`config.mk`:
```
export PLATFORM = sky130hd
export DESIGN_NAME = mc_controller
export DESIGN_NICKNAME = d
export VERILOG_FILES = /design/src/rtl/mc_pkg.sv /design/src/rtl/mc_instrdec.sv /design/src/rtl/mc_controller.sv
export SDC_FILE = /design/constraint.sdc
export NUM_CORES = 1
export LEC_CHECK = 0
export ABC_AREA = 1
export BUFFER_PORTS_ARGS = -buffer_cell sky130_fd_sc_hd__buf_2
export CAP_MARGIN = 10
export CORE_AREA = 2 2 39 41
export DETAILED_ROUTE_END_ITERATION = 12
export DIE_AREA = 0 0 41 43
export GPL_ROUTABILITY_DRIVEN = 1
export PLACE_DENSITY = 0.81
export SLEW_MARGIN = 5
export SYNTH_ARGS = -nofsm -noshare
export SYNTH_HDL_FRONTEND = slang
export SYNTH_SLANG_ARGS = --single-unit
```
`constraint.sdc`:
```
create_clock -name clk -period 2.51 [get_ports clk]
set_input_delay 0.6275 -clock clk [delete_from_list [all_inputs] [get_ports clk]]
set_output_delay 0.6275 -clock clk [all_outputs]
set_load 0.02 [all_outputs]
```
`src/rtl/mc_pkg.sv`:
```
// rtl/mc_pkg.sv - shared encodings for the multicycle RV32I control unit
package mc_pkg;

  // FSM state encodings; 12-15 are unused and recover to FETCH
  localparam logic [3:0] S_FETCH    = 4'd0;
  localparam logic [3:0] S_DECODE   = 4'd1;
  localparam logic [3:0] S_MEMADR   = 4'd2;
  localparam logic [3:0] S_MEMREAD  = 4'd3;
  localparam logic [3:0] S_MEMWB    = 4'd4;
  localparam logic [3:0] S_MEMWRITE = 4'd5;
  localparam logic [3:0] S_EXECR    = 4'd6;
  localparam logic [3:0] S_EXECI    = 4'd7;
  localparam logic [3:0] S_ALUWB    = 4'd8;
  localparam logic [3:0] S_BEQ      = 4'd9;
  localparam logic [3:0] S_JAL      = 4'd10;
  localparam logic [3:0] S_HALT     = 4'd11;

  localparam logic [6:0] OP_LW  = 7'b0000011;
  localparam logic [6:0] OP_SW  = 7'b0100011;
  localparam logic [6:0] OP_R   = 7'b0110011;
  localparam logic [6:0] OP_I   = 7'b0010011;
  localparam logic [6:0] OP_BEQ = 7'b1100011;
  localparam logic [6:0] OP_JAL = 7'b1101111;

  typedef enum logic [1:0] {
    ALUOP_ADD   = 2'b00,
    ALUOP_SUB   = 2'b01,
    ALUOP_FUNCT = 2'b10
  } aluop_e;

  localparam logic [2:0] ALU_ADD = 3'b000;
  localparam logic [2:0] ALU_SUB = 3'b001;
  localparam logic [2:0] ALU_AND = 3'b010;
  localparam logic [2:0] ALU_OR  = 3'b011;
  localparam logic [2:0] ALU_SLT = 3'b101;

  localparam logic [1:0] RES_ALUOUT    = 2'b00;
  localparam logic [1:0] RES_DATA      = 2'b01;
  localparam logic [1:0] RES_ALURESULT = 2'b10;

  localparam logic [1:0] SRCA_PC    = 2'b00;
  localparam logic [1:0] SRCA_OLDPC = 2'b01;
  localparam logic [1:0] SRCA_A     = 2'b10;

  localparam logic [1:0] SRCB_B    = 2'b00;
  localparam logic [1:0] SRCB_IMM  = 2'b01;
  localparam logic [1:0] SRCB_FOUR = 2'b10;

  localparam logic [1:0] IMM_I = 2'b00;
  localparam logic [1:0] IMM_S = 2'b01;
  localparam logic [1:0] IMM_B = 2'b10;
  localparam logic [1:0] IMM_J = 2'b11;

endpackage

```
`src/rtl/mc_instrdec.sv`:
```
// rtl/mc_instrdec.sv - immediate-format and ALU-control decode from opcode/funct fields
module mc_instrdec
  import mc_pkg::*;
(
  input  logic [6:0] op,
  input  logic [2:0] funct3,
  input  logic       funct7b5,
  input  aluop_e     aluop,
  output logic [1:0] imm_src,
  output logic [2:0] alu_control
);

  always_comb begin
    imm_src = IMM_I;
    case (op)
      OP_SW:   imm_src = IMM_S;
      OP_BEQ:  imm_src = IMM_B;
      OP_JAL:  imm_src = IMM_J;
      default: imm_src = IMM_I;
    endcase
  end

  // op[5] separates R-type from I-type, so addi with imm[10]=1 stays an add
  always_comb begin
    alu_control = ALU_ADD;
    case (aluop)
      ALUOP_ADD: alu_control = ALU_ADD;
      ALUOP_SUB: alu_control = ALU_SUB;
      ALUOP_FUNCT: begin
        case (funct3)
          3'b000:  alu_control = (funct7b5 & op[5]) ? ALU_SUB : ALU_ADD;
          3'b010:  alu_control = ALU_SLT;
          3'b110:  alu_control = ALU_OR;
          3'b111:  alu_control = ALU_AND;
          default: alu_control = ALU_ADD;
        endcase
      end
      default: alu_control = ALU_ADD;
    endcase
  end

endmodule

```
`src/rtl/mc_controller.sv`:
```
// rtl/mc_controller.sv - Moore FSM sequencing the shared multicycle RV32I datapath
module mc_controller
  import mc_pkg::*;
#(
  parameter bit HALT_ON_ILLEGAL = 1'b1
) (
  input  logic       clk,
  input  logic       reset,
  input  logic [6:0] op,
  input  logic [2:0] funct3,
  input  logic       funct7b5,
  input  logic       zero,
  output logic       pc_write,
  output logic       adr_src,
  output logic       mem_write,
  output logic       ir_write,
  output logic [1:0] result_src,
  output logic [1:0] alu_src_a,
  output logic [1:0] alu_src_b,
  output logic [1:0] imm_src,
  output logic [2:0] alu_control,
  output logic       reg_write,
  output logic       halted,
  output logic [3:0] state_dbg
);

  logic [3:0] state;
  logic [3:0] state_next;
  aluop_e     aluop;
  logic       pc_update;
  logic       branch;
  logic       mem_write_s;
  logic       ir_write_s;
  logic       reg_write_s;

  always_ff @(posedge clk) begin
    if (reset) state <= S_FETCH;
    else       state <= state_next;
  end

  always_comb begin
    state_next = S_FETCH;
    case (state)
      S_FETCH:  state_next = S_DECODE;
      S_DECODE: begin
        case (op)
          OP_LW, OP_SW: state_next = S_MEMADR;
          OP_R:         state_next = S_EXECR;
          OP_I:         state_next = S_EXECI;
          OP_BEQ:       state_next = S_BEQ;
          OP_JAL:       state_next = S_JAL;
          default:      state_next = HALT_ON_ILLEGAL ? S_HALT : S_FETCH;
        endcase
      end
      S_MEMADR:   state_next = (op == OP_LW) ? S_MEMREAD : S_MEMWRITE;
      S_MEMREAD:  state_next = S_MEMWB;
      S_MEMWB:    state_next = S_FETCH;
      S_MEMWRITE: state_next = S_FETCH;
      S_EXECR:    state_next = S_ALUWB;
      S_EXECI:    state_next = S_ALUWB;
      S_ALUWB:    state_next = S_FETCH;
      S_BEQ:      state_next = S_FETCH;
      S_JAL:      state_next = S_ALUWB;
      S_HALT:     state_next = S_HALT;
      default:    state_next = S_FETCH;
    endcase
  end

  always_comb begin
    adr_src     = 1'b0;
    mem_write_s = 1'b0;
    ir_write_s  = 1'b0;
    reg_write_s = 1'b0;
    pc_update   = 1'b0;
    branch      = 1'b0;
    result_src  = RES_ALUOUT;
    alu_src_a   = SRCA_PC;
    alu_src_b   = SRCB_B;
    aluop       = ALUOP_ADD;
    case (state)
      S_FETCH: begin
        ir_write_s = 1'b1;
        alu_src_b  = SRCB_FOUR;
        result_src = RES_ALURESULT;
        pc_update  = 1'b1;
      end
      // DECODE precomputes the branch target into ALUOut
      S_DECODE: begin
        alu_src_a = SRCA_OLDPC;
        alu_src_b = SRCB_IMM;
      end
      S_MEMADR: begin
        alu_src_a = SRCA_A;
        alu_src_b = SRCB_IMM;
      end
      S_MEMREAD: adr_src = 1'b1;
      S_MEMWB: begin
        result_src  = RES_DATA;
        reg_write_s = 1'b1;
      end
      S_MEMWRITE: begin
        adr_src     = 1'b1;
        mem_write_s = 1'b1;
      end
      S_EXECR: begin
        alu_src_a = SRCA_A;
        aluop     = ALUOP_FUNCT;
      end
      S_EXECI: begin
        alu_src_a = SRCA_A;
        alu_src_b = SRCB_IMM;
        aluop     = ALUOP_FUNCT;
      end
      S_ALUWB: reg_write_s = 1'b1;
      S_BEQ: begin
        alu_src_a = SRCA_A;
        aluop     = ALUOP_SUB;
        branch    = 1'b1;
      end
      S_JAL: begin
        alu_src_a = SRCA_OLDPC;
        alu_src_b = SRCB_FOUR;
        pc_update = 1'b1;
      end
      default: begin
        adr_src = 1'b0;
      end
    endcase
  end

  mc_instrdec u_instrdec (
    .op          (op),
    .funct3      (funct3),
    .funct7b5    (funct7b5),
    .aluop       (aluop),
    .imm_src     (imm_src),
    .alu_control (alu_control)
  );

  // reset suppresses every architectural write on the edge it is sampled
  assign pc_write  = ~reset & (pc_update | (branch & zero));
  assign mem_write = ~reset & mem_write_s;
  assign ir_write  = ~reset & ir_write_s;
  assign reg_write = ~reset & reg_write_s;
  assign halted    = (state == S_HALT);
  assign state_dbg = state;

endmodule

```
# == Yosys cells after proc, flatten, opt, wreduce, memory -nomap -nowiden ==
# Index checks and enable logic that the tools add are counted.
# totals
reg_bits,4
input_bits,14
# op_classes
bitwise_logic,8
n_reduce_logical,11
eq_ne,22
mux,17
# op_table
cell,n
one-hot mux 4 bit (6 select lines),1
one-hot mux 4 bit (5 select lines),1
== test 4 x 3 -> 1 bit (second input constant),4
== test 4 bit (second input constant),4
one-hot mux 2 bit (2 select lines),4
== test 7 x 6 -> 1 bit (second input constant),2
== test 7 bit (second input constant),2
one-hot mux 3 bit (4 select lines),1
OR reduction 2 bit,6
== test 4 x 2 -> 1 bit (second input constant),2
== test 7 x 2 -> 1 bit (second input constant),1
== test 7 x 5 -> 1 bit (second input constant),1
2-to-1 mux 1 bit,7
AND 1 bit,6
== test 3 bit (second input constant),2
one-hot mux 2 bit (3 select lines),1
one-hot mux 3 bit (2 select lines),1
OR reduction 3 bit,2
== test 4 x 1 -> 1 bit (second input constant),1
logical NOT 4 bit,1
OR reduction 4 bit,1
== test 3 x 2 -> 1 bit (second input constant),1
logical NOT 3 bit,1
2-to-1 mux 3 bit,1
4 further kinds,4

# == Depth between registers and ports, before layout ==
# Gate-level depths: netlist (run 1).
# logic_depth
depth_word,5
ltp_mapped,8
depth_no_buf,8

# == Hierarchy ==
# Synthesis (run 1) repeated with hierarchy kept, for this count alone.
# hier_totals
hier_cells,108
hier_area_um2,569.3
# modules_own_cells
mod,n_inst,seq_area_each_um2,cells_each,area_each_um2
mc_controller,1,80.1,82,435.4
mc_instrdec,1,0.0,26,133.9

# == Worst setup path before layout (run 1) ==
# OpenSTA, ideal clock, no wires.
# synth_path
path_type,register to output
start,"register state[2], in the netlist state_dbg[2]"
end,output alu_control[1]
path_slack_ns,0.161
path_buffers,0
arrival_time_ns,1.721
stages_incl_launch_ff,8
path_cell_list,dfxtp_1 inv_1 nor2_1 inv_1 nor2_1 inv_1 ha_1 nor3_1
# synth_via
elab_chain_cells,5
elab_cells_between_ends,8
# synth_rtl
element,line_no,source
start: declaration,mc_controller.sv:27,logic [3:0] state;
start signal: assignment,mc_controller.sv:38,else state <= state_next;
== test 4 x 3 -> 1 bit,mc_controller.sv:80,case (state)
OR reduction 2 bit (no source line),n/a,
one-hot mux 2 bit (2 select lines) (*),mc_controller.sv:80,
== test 2 bit / == test 2 x 1 -> 1 bit (equally long branches),mc_instrdec.sv:26,case (aluop)
one-hot mux 3 bit (2 select lines) (*),mc_instrdec.sv:26,
end: declaration,mc_controller.sv:21,"output logic [2:0] alu_control,"
# Mark *: on every way between the ends. The rest lies on a longest branch, timed or not.

# == Worst setup path after layout (run 1) ==
# Ends and elaborated chain as after synthesis.

==> results of run 1 <==
## per-layer routing
metal	part of all wire, %	vias to the layer above	routed length [µm]
li1	-	379	-
met1	38	308	584
met2	53	28	804
met3	5.9	6	89
met4	2.5	0	38
met5	0	-	0
## power breakdown
part | internal [mW] | leakage [nW] | switching, mW
sequential | 0.0769 | 0.0329 | 0.0198
combinational | 0.0987 | 0.374 | 0.203
clock | 0.0532 | 0.0138 | 0.0230
## worst max-delay path, stage by stage (launching register included)
cell     delay (ns)
dfxtp_1        0.33
inv_1          0.09
nor2_2         0.11
inv_1          0.11
nor2_2         0.11
inv_1          0.07
ha_1           0.31
nor3_1         0.18
buf_2          0.19
## final cells by class
class / instances / area [µm²] / share of cell area, %
Tap cell: 16 / 20.0 / 2.78
Multi-Input combinational cell: 74 / 360 / 50.0
Clock buffer: 3 / 22.5 / 3.13
Sequential cell: 4 / 80.1 / 11.1
Inverter: 18 / 67.6 / 9.38
Timing Repair Buffer: 34 / 170 / 23.6
## path summary, 6_finish.rpt
kind	startpoint	end	depth (start not counted)
max	state_dbg[2]$_SDFF_PP0_	alu_control[1]	8
min	reset	state_dbg[0]$_SDFF_PP0_	2
max reg2reg	state_dbg[0]$_SDFF_PP0_	state_dbg[2]$_SDFF_PP0_	6
min reg2reg	state_dbg[0]$_SDFF_PP0_	state_dbg[0]$_SDFF_PP0_	3
## cell families after synthesis
group / Yosys count / synth area share (%)
buffers and inverters: 18 / 13.5
and+or+nand+nor: 59 / 51.5
adders and majority gates: 2 / 5.00
AOI/OAI and AO/OA: 13 / 14.0
DFF: 4 / 16.0
## synth_stat cells (2+ instances only)
library cell and count:
nand2_1 24, nor2_1 19, inv_1 17, a21oi_1 8, nand3_1 5, dfxtp_1 4
nand2_2 3, nor3_1 3, o21ai_0 3, ha_1 2, nand4_1 2
## per-stage QoR
step           instances  power [mW]
4_1_cts              149       0.474
3_3_place_gp         146       0.391
6_report             149       0.475
2_1_floorplan         96       0.300
3_5_place_dp         146       0.395
5_1_grt              149       0.521
==> impl_metrics.yaml, run 1 <==
critical_path:
  setup.worst_path.start_class: "register"
  end_kind: "primary output"
  path_class: "reg2out"
  required_ns: 1.88
  cp.arrival_ns: 1.72
  crit_path_max_fanout: 5
  rrSetupSlack_ns: 1.38
clock_network:
  cts.sinks: 4
  h-tree-depth: 1
  root_buffer: "clkbuf_4"
  ctsResizeCount: 0
  hold_buffers: 0
  numCtsBuffers: 3
  cts_tree: "done"
  clk_latency_ns: 0.23
  cts_setup_buffers: 0
  clockBufferDepth: 2
  clkTransAtPathRegs_ns: 0.04
routing:
  drtIter0Drc: 20
  vias: 721
  first_pass_iters: 4
  antenna_left: 0
  viasPerCell: 4.84
  drc: 0
  wl_per_cell_um: 10.2
  wl_mm: 1.52
floorplan:
  dieArea_um2: 1760
  io_pins: 35
  die_w_um: 41
  core-area_um2: 1380
  initial_core_util_pct: 36.2
  die-height_um: 43
  num_rows: 14
placement:
  gp_congestion: 0.814
  io_buffers: 34
  postPlaceCellArea_um2: 691
  dp_hpwl_mm: 1.27
  place_ws_ns: 0.341
sta:
  max_freq_mhz: 425
  max-slew-margin-rel_pct: 82.1
  hold_viol_final: 0
  worst_pin_slew_ns: 0.266
  setup_viol: 0
  setup_ws_ns: 0.158
  drv_slew: 0
  skew_ns: 0.00208
  rsz0062_at_grt: "false"
  fin_tns_setup_ns: 0
  min_period_ns: 2.35
  period_share_pct: 93.7
  whs_ns: 0.656
logic_synthesis:
  synth.distinct_cells: 17
  synthFlopType: "dfxtp_1"
  synth_seq_cells: 4
  yosysTopAreaCell: "nand2_1"
  yosysSeqAreaShare_pct: 16.0
  synth-edff-count: 0
  synth_area_um2: 500
  ys_async_sr_fraction_pct: 0
  ys_warn_count: 0
  ys_top_cells_by_area: "nand2_1 18%, dfxtp_1 16%, nor2_1 14%, inv_1 13%, a21oi_1 8.0%"
  avgSynthCellArea_um2: 5.21
  synth_fp_nets: 112
  synth_top_area_share_pct: 18.0
  synthCells: 96
grt:
  grt_use_met2_pct: 29.7
  met3_usage_pct: 3.14
  grt_pass1_wl_mm: 2.39
  grt_pass1_vias: 618
  top_usage_layer: "met2"
  grt_use_total_pct: 18.9
  grt_max_degree: 8
  grt_overflow: 0
  gr-usage-met1_pct: 23.5
  antenna_found_initial: 0
finish:
  final_common_cell: "buf_2"
  fin_area_um2: 721
  fin_nets: 151
  diodes: 0
  final.fill_count: 153
  layout_common_cells: "34 x buf_2, 24 x nand2_1, 17 x inv_1, 16 x nor2_1, 8 x a21oi_1"
  largest_reg_flops: 4
  drive_above_1_share_pct: 34.6
  syn_to_final_growth_pct: 44.0
  final_util_pct: 52.1
status:
  outcome: "complete, no violations"
worst_hold_path:
  hp-class: "in2reg"
pwr:
  leakage_nw: 0.421
  vdd_drop_max_uv: 449
  p_per_area_nw_per_um2: 659
flow_run:
  drv_cap: 0
(Power assumes the default switching activity.)
==> inputs of run 2 (changes only) <==
ABC_AREA = not set   (was 1)
PLACE_DENSITY = 0.87   (was 0.81)
SKIP_CTS_REPAIR_TIMING = 1   (was not set)
==> run 2 against run 1 <==
Against the previous run: final cell count down 11%; maximum frequency rose by 2.3%; non-clock buffer count grew 3; sequential share of layout area is 0.87 points lower; utilization is 5.3 points higher; sequential power is 2.8% higher; largest power group unchanged; clock skew is 0.0010 ns higher; combinational power is 61% higher; clock power up 7.6%.
==> impl_metrics.yaml, run 2 <==
logic_synthesis:
  yosysMostFrequentCell: "nor3_1"
  yosysSeqAreaShare_pct: 13.9
  ys_top_cells_by_area: "dfxtp_1 14%, nor3_1 7.0%, inv_1 4.6%, ha_1 4.3%, nand2b_1 4.3%"
  synth_fp_nets: 99
  ys_warn_count: 0
  yosysTopAreaCell: "dfxtp_1"
  synthFlopType: "dfxtp_1"
  yosys-top-cells-count: "8 x nor3_1, 7 x inv_1, 5 x nand2_1, 5 x o21ai_0"
  synthCells: 83
  synth_top_area_share_pct: 13.9
  avgSynthCellArea_um2: 6.93
  ys_async_sr_fraction_pct: 0
  synth_seq_cells: 4
  synth-edff-count: 0
  synth.distinct_cells: 36
  synth_area_um2: 576
worst_hold_path:
  hp-class: "in2reg"
  min_from: "reset"
sta:
  max-slew-margin-rel_pct: 67.6
  rsz0062_at_grt: "false"
  setup_ws_ns: 0.212
  worst_pin_slew_ns: 0.480
  max_freq_mhz: 435
  skew_ns: 0.00310
  period_share_pct: 91.6
  hold_viol_final: 0
  min_period_ns: 2.30
  fin_tns_setup_ns: 0
  drv_slew: 0
  setup_viol: 0
finish:
  largest_reg_flops: 4
  final.fill_count: 146
  drive_above_1_share_pct: 39.3
  stdcell_count: 133
  syn_to_final_growth_pct: 38.0
  fin_nets: 135
  layout_common_cells: "34 x buf_2, 8 x nor3_1, 7 x inv_1, 5 x nand2_1, 5 x o21ai_0"
  fin_area_um2: 795
  diodes: 0
  final_common_cell: "buf_2"
critical_path:
  required_ns: 1.88
  path_class: "reg2out"
  setup.worst_path.start_class: "register"
  crit_path_max_fanout: 12
  reg2reg_from: "state_dbg[3]$_SDFF_PP0_"
  startpoint: "state_dbg[2]$_SDFF_PP0_"
  end_kind: "primary output"
  cp.arrival_ns: 1.67
grt:
  grt_use_total_pct: 19.8
  grt_max_degree: 18
  antenna_found_initial: 0
  grt_pass1_vias: 563
  grt_pass1_wl_mm: 2.37
  grt_overflow: 0
clock_network:
  clkTransAtPathRegs_ns: 0.04
  clk_latency_ns: 0.24
  root_buffer: "clkbuf_4"
  numCtsBuffers: 3
  cts.sinks: 4
  cts_tree: "done"
  clockBufferDepth: 2
  h-tree-depth: 1
routing:
  wl_mm: 1.53
  vias: 742
  wl_per_cell_um: 11.5
  drc: 0
  viasPerCell: 5.58
  first_pass_iters: 4
  antenna_left: 0
  drtIter0Drc: 5
placement:
  postPlaceCellArea_um2: 771
  place_ws_ns: 0.315
  gp_congestion: 0.810
  io_buffers: 34
  dp_cells: 130
  dp_hpwl_mm: 1.19
floorplan:
  dieArea_um2: 1760
  num_rows: 14
  initial_core_util_pct: 41.6
  die_w_um: 41
  core-area_um2: 1380
  io_pins: 35
  die-height_um: 43
pwr:
  p_per_area_nw_per_um2: 839
  leakage_nw: 0.374
  vdd_drop_max_uv: 297
flow_run:
  drv_cap: 0
status:
  outcome: "complete, no violations"
[run 2: metrics by stage]
| step | power [mW] | util (%) | hold WS [ns] |
|---|---|---|---|
| floorplan | 0.438 | - | 0.719 |
| global placement | 0.574 | 55.7 | 0.655 |
| detailed placement | 0.585 | 55.7 | 0.677 |
| CTS | 0.670 | 57.3 | 0.670 |
| global route | 0.728 | 57.4 | 0.687 |
| finish | 0.667 | 57.4 | 0.668 |
[run 2: final timing paths]
kind	endpoint	slack (ns)	cells past startpoint
max	alu_control[1]	0.21	6
min	state_dbg[1]$_SDFF_PP0_	0.67	2
max reg2reg	state_dbg[1]$_SDFF_PP0_	0.86	4
min reg2reg	state_dbg[0]$_SDFF_PP0_	0.68	2
[run 2: kinds of logic after synthesis]
group,share of synthesized area (%)
and+or+nand+nor,45.0
AOI/OAI and AO/OA,20.0
muxes,1.96
xor gates and xnor gates,4.57
DFF,13.9
adders and majority gates,6.09
buffers and inverters,8.48
[run 2: cell type report]
type | instances | area (µm²) | share of cell area, %
well taps | 16 | 20.0 | 2.52
multi-input cells | 66 | 452 | 56.9
flip-flops and latches | 4 | 81.3 | 10.2
repair buffers | 37 | 193 | 24.3
clock buffers | 3 | 22.5 | 2.83
inverters | 7 | 26.3 | 3.31
[run 2: routing by layer]
metal  vias to the layer above  routed length, µm  GRT usage, %
met5                         -                  0             0
met4                         0                 49          14.0
met3                         5                103          3.14
met2                        33                712          28.4
met1                       327                662          25.3
li1                        377                  -             -
[run 2: where the power goes]
group	internal, mW	switching [mW]
registers	0.0820	0.0174
clock network	0.0536	0.0285
logic	0.190	0.295
[run 2: critical path: stages (launching register included)]
cell and delay [ns]:
dfxtp_2 0.44, nand2b_1 0.13, nor2_1 0.15, inv_1 0.06, ha_1 0.30, nor3b_2 0.17, buf_2 0.18
==> inputs of run 3 (changes only) <==
SETUP_SLACK_MARGIN = 0.4   (was not set)
==> run 3 against run 2 <==
Against the previous run: maximum frequency is 5.8% higher; die area unchanged; critical path depth fell by 2; sequential share of layout area fell by 0.83 points; clock power increased by 3.9%; first-iteration DRC count grew to 4.0 times the previous value; non-clock buffer count grew 7; total power is 15% higher; via count increased by 6.1%; clock skew increased by 0.0045 ns; worst hold slack worse by 0.027 ns; critical path type unchanged.
==> impl_metrics.yaml, run 3 (synthesized netlist as in run 2, its figures left out) <==
clock_network:
  root_buffer: "clkbuf_4"
  h-tree-depth: 1
  clkTransAtPathRegs_ns: 0.04
  clockBufferDepth: 2
  cts.sinks: 4
  cts_tree: "done"
  numCtsBuffers: 3
  clk_latency_ns: 0.25
critical_path:
  required_ns: 1.88
  setup.worst_path.start_class: "register"
  cp_slowest_stage_delay_ns: 0.52
  path_class: "reg2out"
  path_cells: "nor2b_4 -> or4_1 -> a21oi_2 -> buf_4"
  cp.arrival_ns: 1.55
  crit_path_max_fanout: 6
  end_kind: "primary output"
  critPathSlowestCell: "or4_1"
floorplan:
  dieArea_um2: 1760
  die_w_um: 41
  initial_core_util_pct: 41.6
  num_rows: 14
  core-area_um2: 1380
  io_pins: 35
  die-height_um: 43
sta:
  hold_viol_final: 0
  period_share_pct: 86.6
  min_period_ns: 2.17
  max_freq_mhz: 460
  worst_pin_slew_ns: 0.549
  max-slew-margin-rel_pct: 62.9
  setup_viol: 0
  rsz0062_at_grt: "true"
  drv_slew: 0
  skew_ns: 0.00758
  fin_tns_setup_ns: 0
routing:
  wl_mm: 1.89
  drc: 0
  antenna_left: 0
  drtIter0Drc: 20
  wl_per_cell_um: 13.5
  first_pass_iters: 4
  viasPerCell: 5.62
  vias: 787
grt:
  grt_pass1_vias: 615
  grt_pass1_wl_mm: 2.61
  grt_overflow: 0
  antenna_found_initial: 0
  grt_max_degree: 18
  grt_use_total_pct: 21.5
status:
  outcome: "complete, no violations"
flow_run:
  drv_cap: 0
worst_hold_path:
  hp-class: "reg2reg"
pwr:
  power_switching_uw: 380
  sequentialPowerShare_pct: 15.8
  vdd_drop_max_uv: 401
  clkPwrFrac_pct: 11.1
  swShare_pct: 49.5
  intPower_uw: 387
  pwr-share-comb_pct: 73.1
  leakage_nw: 0.445
  p_per_area_nw_per_um2: 779
  total_power_uw: 767
finish:
  fin_nets: 142
  drive_above_1_share_pct: 56.5
  layout_common_cells: "26 x buf_2, 15 x buf_4, 6 x nor3_1, 6 x inv_1"
  diodes: 0
  final_common_cell: "buf_2"
  syn_to_final_growth_pct: 71.1
  largest_reg_flops: 4
placement:
  gp_congestion: 0.772
  dp_hpwl_mm: 1.21
  io_buffers: 34
==> run 3: final timing paths <==
path	start	end	slack, ns	cells past startpoint
setup / recovery	state_dbg[3]$_SDFF_PP0_	pc_write	0.34	4
hold / removal	state_dbg[2]$_SDFF_PP0_	state_dbg[0]$_SDFF_PP0_	0.64	2
setup reg to reg	state_dbg[3]$_SDFF_PP0_	state_dbg[1]$_SDFF_PP0_	0.70	5
hold reg to reg	state_dbg[2]$_SDFF_PP0_	state_dbg[0]$_SDFF_PP0_	0.64	2
==> run 3: layout make-up <==
type                            count  area [µm²]
Multi-Input combinational cell     66         537
Fill cell                         120         399
Timing Repair Buffer               44         287
Sequential cell                     4        92.6
Inverter                            7        26.3
Clock buffer                        3        22.5
Tap cell                           16        20.0
==> run 3: metrics by stage <==
step	utilization, %	worst slack, ns	instance area [µm²]	std cells	hold WS (ns)
2_1_floorplan	-	0.348	611	83	0.636
3_3_place_gp	56.7	0.379	785	129	0.652
3_5_place_dp	56.7	0.316	785	129	0.659
4_1_cts	58.3	0.0492	807	132	0.664
5_1_grt	71.2	0.298	985	140	0.659
6_report	71.2	0.337	985	140	0.641
==> run 3: power by group through the flow <==
stage	clock network (mW)	logic [mW]	registers (mW)
floorplan	0	0.329	0.122
global placement	0	0.455	0.117
detailed placement	0	0.462	0.121
CTS	0.0891	0.465	0.120
global route	0.0894	0.606	0.124
finish	0.0853	0.560	0.121
==> run 3: worst max-delay path, delay by kind of cell, from the launching register on <==
family                 cells  cell delay (ns)
DFF                        1             0.35
AOI/OAI and AO/OA          1             0.14
and+or+nand+nor            2             0.66
buffers and inverters      1             0.14
==> run 3: routing by layer <==
metal / global-route usage, % / share of wire [%]
met4: 12.0 / 1.9
met1: 28.4 / 43
met2: 30.0 / 49
met3: 6.28 / 6.1
met5: 0 / 0
